[src/rtl/matvec_pkg.sv]
// Shared types and constants for the matrix/vector operand loader.
// Loader states, default operand dimensions and index-width helper.
package matvec_pkg;

  localparam int MDATA = 4;
  localparam int NDATA = 4;
  localparam int NBITS = 8;

  typedef enum logic [1:0] {
    LOAD_M = 2'd0,
    LOAD_X = 2'd1,
    HOLD   = 2'd2
  } state_e;

  function automatic int idx_w(input int n);
    return (n > 1) ? $clog2(n) : 1;
  endfunction

  localparam int ROW_W = idx_w(MDATA);
  localparam int COL_W = idx_w(NDATA);

endpackage

[src/rtl/matvec_idx_counter.sv]
// Mod-N index counter with increment, synchronous clear and a wrap pulse.
// wrap_o is combinational so a dependent counter can step on the same edge.
module matvec_idx_counter
  import matvec_pkg::*;
#(
  parameter int N = 4,
  parameter int W = idx_w(N)
) (
  input  logic         clk,
  input  logic         rst,
  input  logic         clr_i,
  input  logic         inc_i,
  output logic [W-1:0] cnt_o,
  output logic         wrap_o
);

  logic [W-1:0] cnt_q;
  logic [W-1:0] cnt_d;

  assign wrap_o = inc_i && (cnt_q == W'(N - 1));
  assign cnt_o  = cnt_q;

  // next-count selection: clear, wrap to zero, or step
  always_comb begin
    cnt_d = cnt_q;
    if (clr_i) begin
      cnt_d = '0;
    end else if (wrap_o) begin
      cnt_d = '0;
    end else if (inc_i) begin
      cnt_d = cnt_q + W'(1);
    end else begin
      cnt_d = cnt_q;
    end
  end

  // count register
  always_ff @(posedge clk) begin
    if (rst) begin
      cnt_q <= '0;
    end else begin
      cnt_q <= cnt_d;
    end
  end

endmodule

[src/rtl/mat_vec_operand_loader.sv]
// Serial word stream -> held matrix M / vector X operand set for the mat-vec multiplier.
// Optional MATVEC_KEEP_MATRIX_EN adds keep_m to reload only X between sets.
module mat_vec_operand_loader
  import matvec_pkg::*;
#(
  parameter int Mdata = MDATA,
  parameter int Ndata = NDATA,
  parameter int Nbits = NBITS
) (
  input  logic                         clk,
  input  logic                         rst,
  input  logic [Nbits-1:0]             s_data,
  input  logic                         s_valid,
  output logic                         s_ready,
  output logic [Mdata*Ndata*Nbits-1:0] M,
  output logic [Ndata*Nbits-1:0]       X,
  output logic                         m_valid,
  input  logic                         m_ready,
`ifdef MATVEC_KEEP_MATRIX_EN
  input  logic                         keep_m,
`endif
  output logic                         busy
);

  localparam int RW = idx_w(Mdata);
  localparam int CW = idx_w(Ndata);

  state_e                         state_q;
  logic                           m_valid_q;
  logic                           s_ready_q;
  logic                           busy_q;
  logic [Mdata*Ndata*Nbits-1:0]   m_q;
  logic [Ndata*Nbits-1:0]         x_q;

  logic [RW-1:0]                  row_s;
  logic [CW-1:0]                  col_s;
  logic                           col_wrap_s;
  logic                           row_wrap_s;
  logic                           xfer_s;
  logic                           xfer_m_s;
  logic                           xfer_x_s;
  logic                           hold_exit_s;
  state_e                         next_load_s;
  logic [Mdata*Ndata-1:0]         we_m_s;
  logic [Ndata-1:0]               we_x_s;

  assign xfer_s      = s_valid && s_ready_q;
  assign xfer_m_s    = xfer_s && (state_q == LOAD_M);
  assign xfer_x_s    = xfer_s && (state_q == LOAD_X);
  assign hold_exit_s = (state_q == HOLD) && m_ready;

  matvec_idx_counter #(.N(Ndata), .W(CW)) u_col (
    .clk    (clk),
    .rst    (rst),
    .clr_i  (hold_exit_s),
    .inc_i  (xfer_s),
    .cnt_o  (col_s),
    .wrap_o (col_wrap_s)
  );

  matvec_idx_counter #(.N(Mdata), .W(RW)) u_row (
    .clk    (clk),
    .rst    (rst),
    .clr_i  (hold_exit_s),
    .inc_i  (xfer_m_s && col_wrap_s),
    .cnt_o  (row_s),
    .wrap_o (row_wrap_s)
  );

  // load phase entered when the consumer releases the held set
  always_comb begin
`ifdef MATVEC_KEEP_MATRIX_EN
    next_load_s = keep_m ? LOAD_X : LOAD_M;
`else
    next_load_s = LOAD_M;
`endif
  end

  // one-hot element write enables from the current row/col index
  always_comb begin
    we_m_s = '0;
    we_x_s = '0;
    for (int r = 0; r < Mdata; r++) begin
      for (int c = 0; c < Ndata; c++) begin
        we_m_s[r*Ndata+c] = xfer_m_s && (row_s == RW'(r)) && (col_s == CW'(c));
      end
    end
    for (int c = 0; c < Ndata; c++) begin
      we_x_s[c] = xfer_x_s && (col_s == CW'(c));
    end
  end

  // loader FSM with registered handshake/status outputs
  always_ff @(posedge clk) begin
    if (rst) begin
      state_q   <= LOAD_M;
      m_valid_q <= 1'b0;
      s_ready_q <= 1'b1;
      busy_q    <= 1'b1;
    end else begin
      case (state_q)
        LOAD_M: begin
          if (xfer_m_s && row_wrap_s) begin
            state_q <= LOAD_X;
          end
        end
        LOAD_X: begin
          if (xfer_x_s && col_wrap_s) begin
            state_q   <= HOLD;
            m_valid_q <= 1'b1;
            s_ready_q <= 1'b0;
            busy_q    <= 1'b0;
          end
        end
        HOLD: begin
          if (m_ready) begin
            state_q   <= next_load_s;
            m_valid_q <= 1'b0;
            s_ready_q <= 1'b1;
            busy_q    <= 1'b1;
          end
        end
        default: begin
          state_q   <= LOAD_M;
          m_valid_q <= 1'b0;
          s_ready_q <= 1'b1;
          busy_q    <= 1'b1;
        end
      endcase
    end
  end

  // operand storage; locations are only overwritten, never cleared between sets
  always_ff @(posedge clk) begin
    if (rst) begin
      m_q <= '0;
      x_q <= '0;
    end else begin
      for (int e = 0; e < Mdata*Ndata; e++) begin
        if (we_m_s[e]) begin
          m_q[e*Nbits +: Nbits] <= s_data;
        end
      end
      for (int c = 0; c < Ndata; c++) begin
        if (we_x_s[c]) begin
          x_q[c*Nbits +: Nbits] <= s_data;
        end
      end
    end
  end

  assign M       = m_q;
  assign X       = x_q;
  assign m_valid = m_valid_q;
  assign s_ready = s_ready_q;
  assign busy    = busy_q;

endmodule

[config.mk]
export PLATFORM = sky130hd
export DESIGN_NAME = mat_vec_operand_loader
export DESIGN_NICKNAME = d
export VERILOG_FILES = /design/src/rtl/matvec_pkg.sv /design/src/rtl/matvec_idx_counter.sv /design/src/rtl/mat_vec_operand_loader.sv
export SDC_FILE = /design/constraint.sdc
export NUM_CORES = 1
export LEC_CHECK = 0
export ABC_AREA = 0
export ABC_CLOCK_PERIOD_IN_PS = 2100
export CAP_MARGIN = 20
export CORE_AREA = 2 2 143 145
export DETAILED_ROUTE_END_ITERATION = 6
export DIE_AREA = 0 0 145 147
export GPL_TIMING_DRIVEN = 0
export MAX_ROUTING_LAYER = met4
export RECOVER_POWER = 100
export SLEW_MARGIN = 25
export SYNTH_ARGS = -nofsm -noshare
export SYNTH_HDL_FRONTEND = slang
export SYNTH_SLANG_ARGS = --single-unit
export TNS_END_PERCENT = 10
[constraint.sdc]
create_clock -name clk -period 2.1 [get_ports clk]
set_input_delay 0.315 -clock clk [delete_from_list [all_inputs] [get_ports clk]]
set_output_delay 0.315 -clock clk [all_outputs]
set_load 0.005 [all_outputs]
Yosys cells after proc, flatten, opt, wreduce, memory -nomap -nowiden --
Index checks and enable logic that the tools add are counted.
Storage, ports and cells: input port bits 12, logic and storage cells 89, output and inout bits 163, register bits after elaboration 168
Operators by class: muxes and demuxes 10, reductions and logical operators 40, eq/ne operators 11, bitwise gates (word level) 1, add/sub/neg operators 2
Operators with widths (count):
- logical AND 1 bit | 33
- equality test 2 bit (second input constant) | 5
- equality test 2 x 1 -> 1 bit (second input constant) | 3
- zero test 2 bit | 3
- two-way mux 2 bit | 3
- case mux 1 bit (3 select lines) | 2
- case mux 2 bit (3 select lines) | 1
- AND reduction 3 bit | 2
- OR reduction 3 bit | 2
- adder 2 x 1 -> 2 bit (second input constant) | 2
- two-way mux 1 bit | 4
- inequality test 2 x 1 -> 1 bit (second input constant) | 2
- inequality test 2 bit (second input constant) | 1
- inverter 1 bit | 1

Depth between registers and ports, before layout --
depth in word-level cells 7, depth in mapped cells 7, gate-level depth less buffers 5

Hierarchy --
From an unflattened synthesis, not the netlist that was laid out.
Unflattened totals: cells, all modules 604, area total of the unflattened synthesis 6881.6 um^2
Modules (own cells, without submodules):
- mat_vec_operand_loader | cells each 584, seq. area each 3283.1 um^2, times used 1, area an instance 6666.4 um^2
- matvec_idx_counter | cells each 10, seq. area each 40.0 um^2, times used 2, area an instance 107.6 um^2

Worst setup path before layout --
OpenSTA, ideal clock, no wires.
kind register to register, from register u_col.cnt_q[0] (netlist: u_col.cnt_o[0]), to register x_q[16] (netlist: X[16]), stages on the path, launching flop included 8, slack 0.577 ns, path buffers 2, required time 1.968 ns, arrival 1.390 ns, library setup time 0.132 ns, period minus slack after synthesis 1.523 ns, cell sequence dfxtp_1 > inv_1 > ha_1 > clkbuf_1 > buf_2 > inv_1 > o21ai_0 > a21oi_1
On the way: longest elaborated chain between the ends 2
RTL lines:
- start, declared | RTL line matvec_idx_counter.sv:17 | logic [W-1:0] cnt_q;
- start signal, assigned | RTL line matvec_idx_counter.sv:42 | cnt_q <= cnt_d;
- equality test 2 bit | RTL line mat_vec_operand_loader.sv:89 | we_x_s[c] = xfer_x_s && (col_s == CW'(c));
- logical AND 1 bit | RTL line mat_vec_operand_loader.sv:89
- end signal, assigned by index | RTL line mat_vec_operand_loader.sv:146 | x_q[c*Nbits +: Nbits] <= s_data;
- end, declared | RTL line mat_vec_operand_loader.sv:33 | logic [Ndata*Nbits-1:0] x_q;
Every way passes these cells. A chain may end at the register's enable or synchronous reset.

==> results.ini <==
[run_status]
outcome = complete, no violations

[sta]
tns_ps = 0
max_freq_ghz = 0.510
hold_viol = 0
worst-slew-pin-transition_ps = 755
clock_skew_ps = 13.3
finalCriticalPeriod_ps = 1960
rsz0062_at_grt = false
maxSlewHeadroom = 0.497
finalMaxSlewViolations = 0
setup_violations = 0
finalCritPeriodShare = 0.933

[finish]
diodes = 0
nets = 865
layout_common_cells = dlygate4sd3_1 (170), dfxtp_1 (168), nand2b_1 (137), mux2i_1 (129), clkbuf_1 (46)
drive_gt1_frac = 0.0629
final_util = 0.472
final_common_cell = dlygate4sd3_1
area.growth.synth_to_final_pct = 37.1
layout.cells.non_filler = 1128
fillers = 1912

[floorplanning]
chipHeight_um = 147
fp.dieW_um = 145
dieArea_sq_mm = 0.0213
rows = 52
ios = 175
core_sq_mm = 0.0198
start_util = 0.344

[worst_setup_path]
critPathLaunchType = flip-flop
cpPeakStageDelay_ps = 530
crit_type = reg -> out
path_max_fanout = 10
crit_family = buffers and inverters
crit_chain = clkbuf_4 > clkdlybuf4s50_1
worstPathRequired_ps = 1780
slowest_stage = dfxtp_1
cp-end-kind = output pin
critPathBufInv = 2
crit_arrival_ps = 1640

[clock_network]
clock_path_buffers = 2
cts_made_buffers = 17
cts_resized = 0
ctsHoldBuffers = 0
clk_latency_ps = 430
cts_setup_buffers = 0
cts_tree = built
cts.sink_count = 168
htreeDepth = 4
clockRootBuffer = clkbuf_16
path_clk_slew_ps = 70

[pwr]
combPwrFrac = 0.057
clkPwrFrac = 0.468
p_leak_nw = 4.50
p_per_area_mw_per_mm2 = 726
switchingPower_w = 0.00165
ir_drop_mv = 0.566
power_frac_seq = 0.475
intPower_w = 0.00515
p_sw_frac = 0.243

[synthesis]
synth_top_cell_by_area = dfxtp_1
synth_seq_area_share = 0.492
synth_warnings = 0
ys_ff_latch = 168
yosysTopAreaCellShare = 0.492
synthFlopType = dfxtp_1
synth_edf_count = 0
synthDistinctLibCells = 29
ys_async_sr_fraction = 0
synthesis.nets = 673
synthTopCellsByArea = dfxtp_1 (49%), mux2i_1 (19%), nand2b_1 (13%)
avgSynthCellArea_sq_um = 10.5
synth_area_sq_mm = 0.00683
syn_inst = 653

[grt]
grt_overflow = 0
grt_pass1_wl_um = 30300
track_usage = 0.189
grt_pass1_vias = 5233
grt_max_degree = 17
antenna_found_initial = 0

[drt]
routed_wl_um = 19500
ant_nets = 0
num_vias = 5267
drt-wirelength-per-cell_um = 17.3
drc = 0
dr.first_iter.drc_count = 222
dr.pass1.iters = 4
vias_per_cell = 4.67

[min_path]
hold_path_class = reg -> reg

[placement]
place.gp.congestion = 0.778
dp_cells = 1096
dp_hpwl_um = 13600
port_buffers = 173

[job]
maxCapViolCount = 0

## flip-flops by register name (all words and copies together), names as in the netlist
| name | flops |
|---|---|
| M | 128 |
| X | 32 |
| busy | 1 |
| m_valid | 1 |
| state_q | 2 |
| u_col.cnt_o | 2 |
| u_row.cnt_o | 2 |
## layer usage
metal,vias to the layer above,track usage,wire (um)
met5,-,-,0
met4,0,0.0525,210
met3,17,0.0677,1580
met2,159,0.292,8630
met1,2485,0.233,9060
li1,2606,-,-
## final timing paths
path	endpoint	cells after the start	slack, ps	startpoint
worst min register to register	m_valid$_SDFFE_PP0P_	2	450	m_valid$_SDFFE_PP0P_
worst max-delay path	s_ready	2	140	busy$_SDFFE_PP1P_
worst min-delay path	m_valid$_SDFFE_PP0P_	2	450	m_valid$_SDFFE_PP0P_
worst max register to register	M[8]$_SDFFE_PP0P_	5	210	busy$_SDFFE_PP1P_
## cell usage after synthesis (3+ instances only)
cell type and number:
nand3_4 7, ha_1 8, o21ai_0 36, nand3_1 34, dfxtp_1 168, nand2b_1 137
inv_1 9, nand4_4 3, a21oi_1 35, nand2_1 4, clkbuf_1 33, mux2i_1 129
buf_2 23, nand3_2 5, a211oi_1 3
## per-stage QoR
| step | instance area, sq um | setup WS, ps | total power [W] | hold slack (ps) |
|---|---|---|---|---|
| CTS | 9500 | 137 | 0.00689 | 459 |
| detailed placement | 8900 | 36.3 | 0.00372 | 450 |
| global placement | 8900 | 38.8 | 0.00372 | 443 |
| finish | 9370 | 141 | 0.00680 | 454 |
| global route | 9370 | 27.1 | 0.00701 | 489 |
| floorplan | 6830 | 577 | 0.00354 | 453 |
## worst register-to-register path: stages, from the launching register on
cell and delay (ps):
dfxtp_1 530, and4bb_1 250, clkbuf_2 170, clkbuf_4 260
nand3_2 320, mux2i_1 210
## power groups by stage
stage          Clock, W  Sequential (W)  Combinational [W]
3_5_place_dp          0         0.00330           0.000417
2_1_floorplan         0         0.00330           0.000235
3_3_place_gp          0         0.00330           0.000420
6_report        0.00318         0.00323           0.000386
5_1_grt         0.00336         0.00323           0.000419
4_1_cts         0.00323         0.00323           0.000420
## final cells by class
cell class              instances  area [sq um]  share of cell area
clock inverters                14           163              0.0174
flip-flops and latches        168          3360               0.359
clock buffers                  18           429              0.0458
well taps                     270           338              0.0361
multi-input cells             417          3070               0.327
repair buffers                173          1730               0.185
inverters                       9          33.8             0.00361
plain buffers                  59           244              0.0260
## kinds of logic after synthesis
| logic type | Yosys count | synth area share |
|---|---|---|
| fa+ha+maj | 8 | 0.0146 |
| flops | 168 | 0.492 |
| buf+inv | 68 | 0.0443 |
| simple gates | 204 | 0.202 |
| mux | 129 | 0.189 |
| compound gates | 76 | 0.0577 |
(Power assumes the default switching activity.)
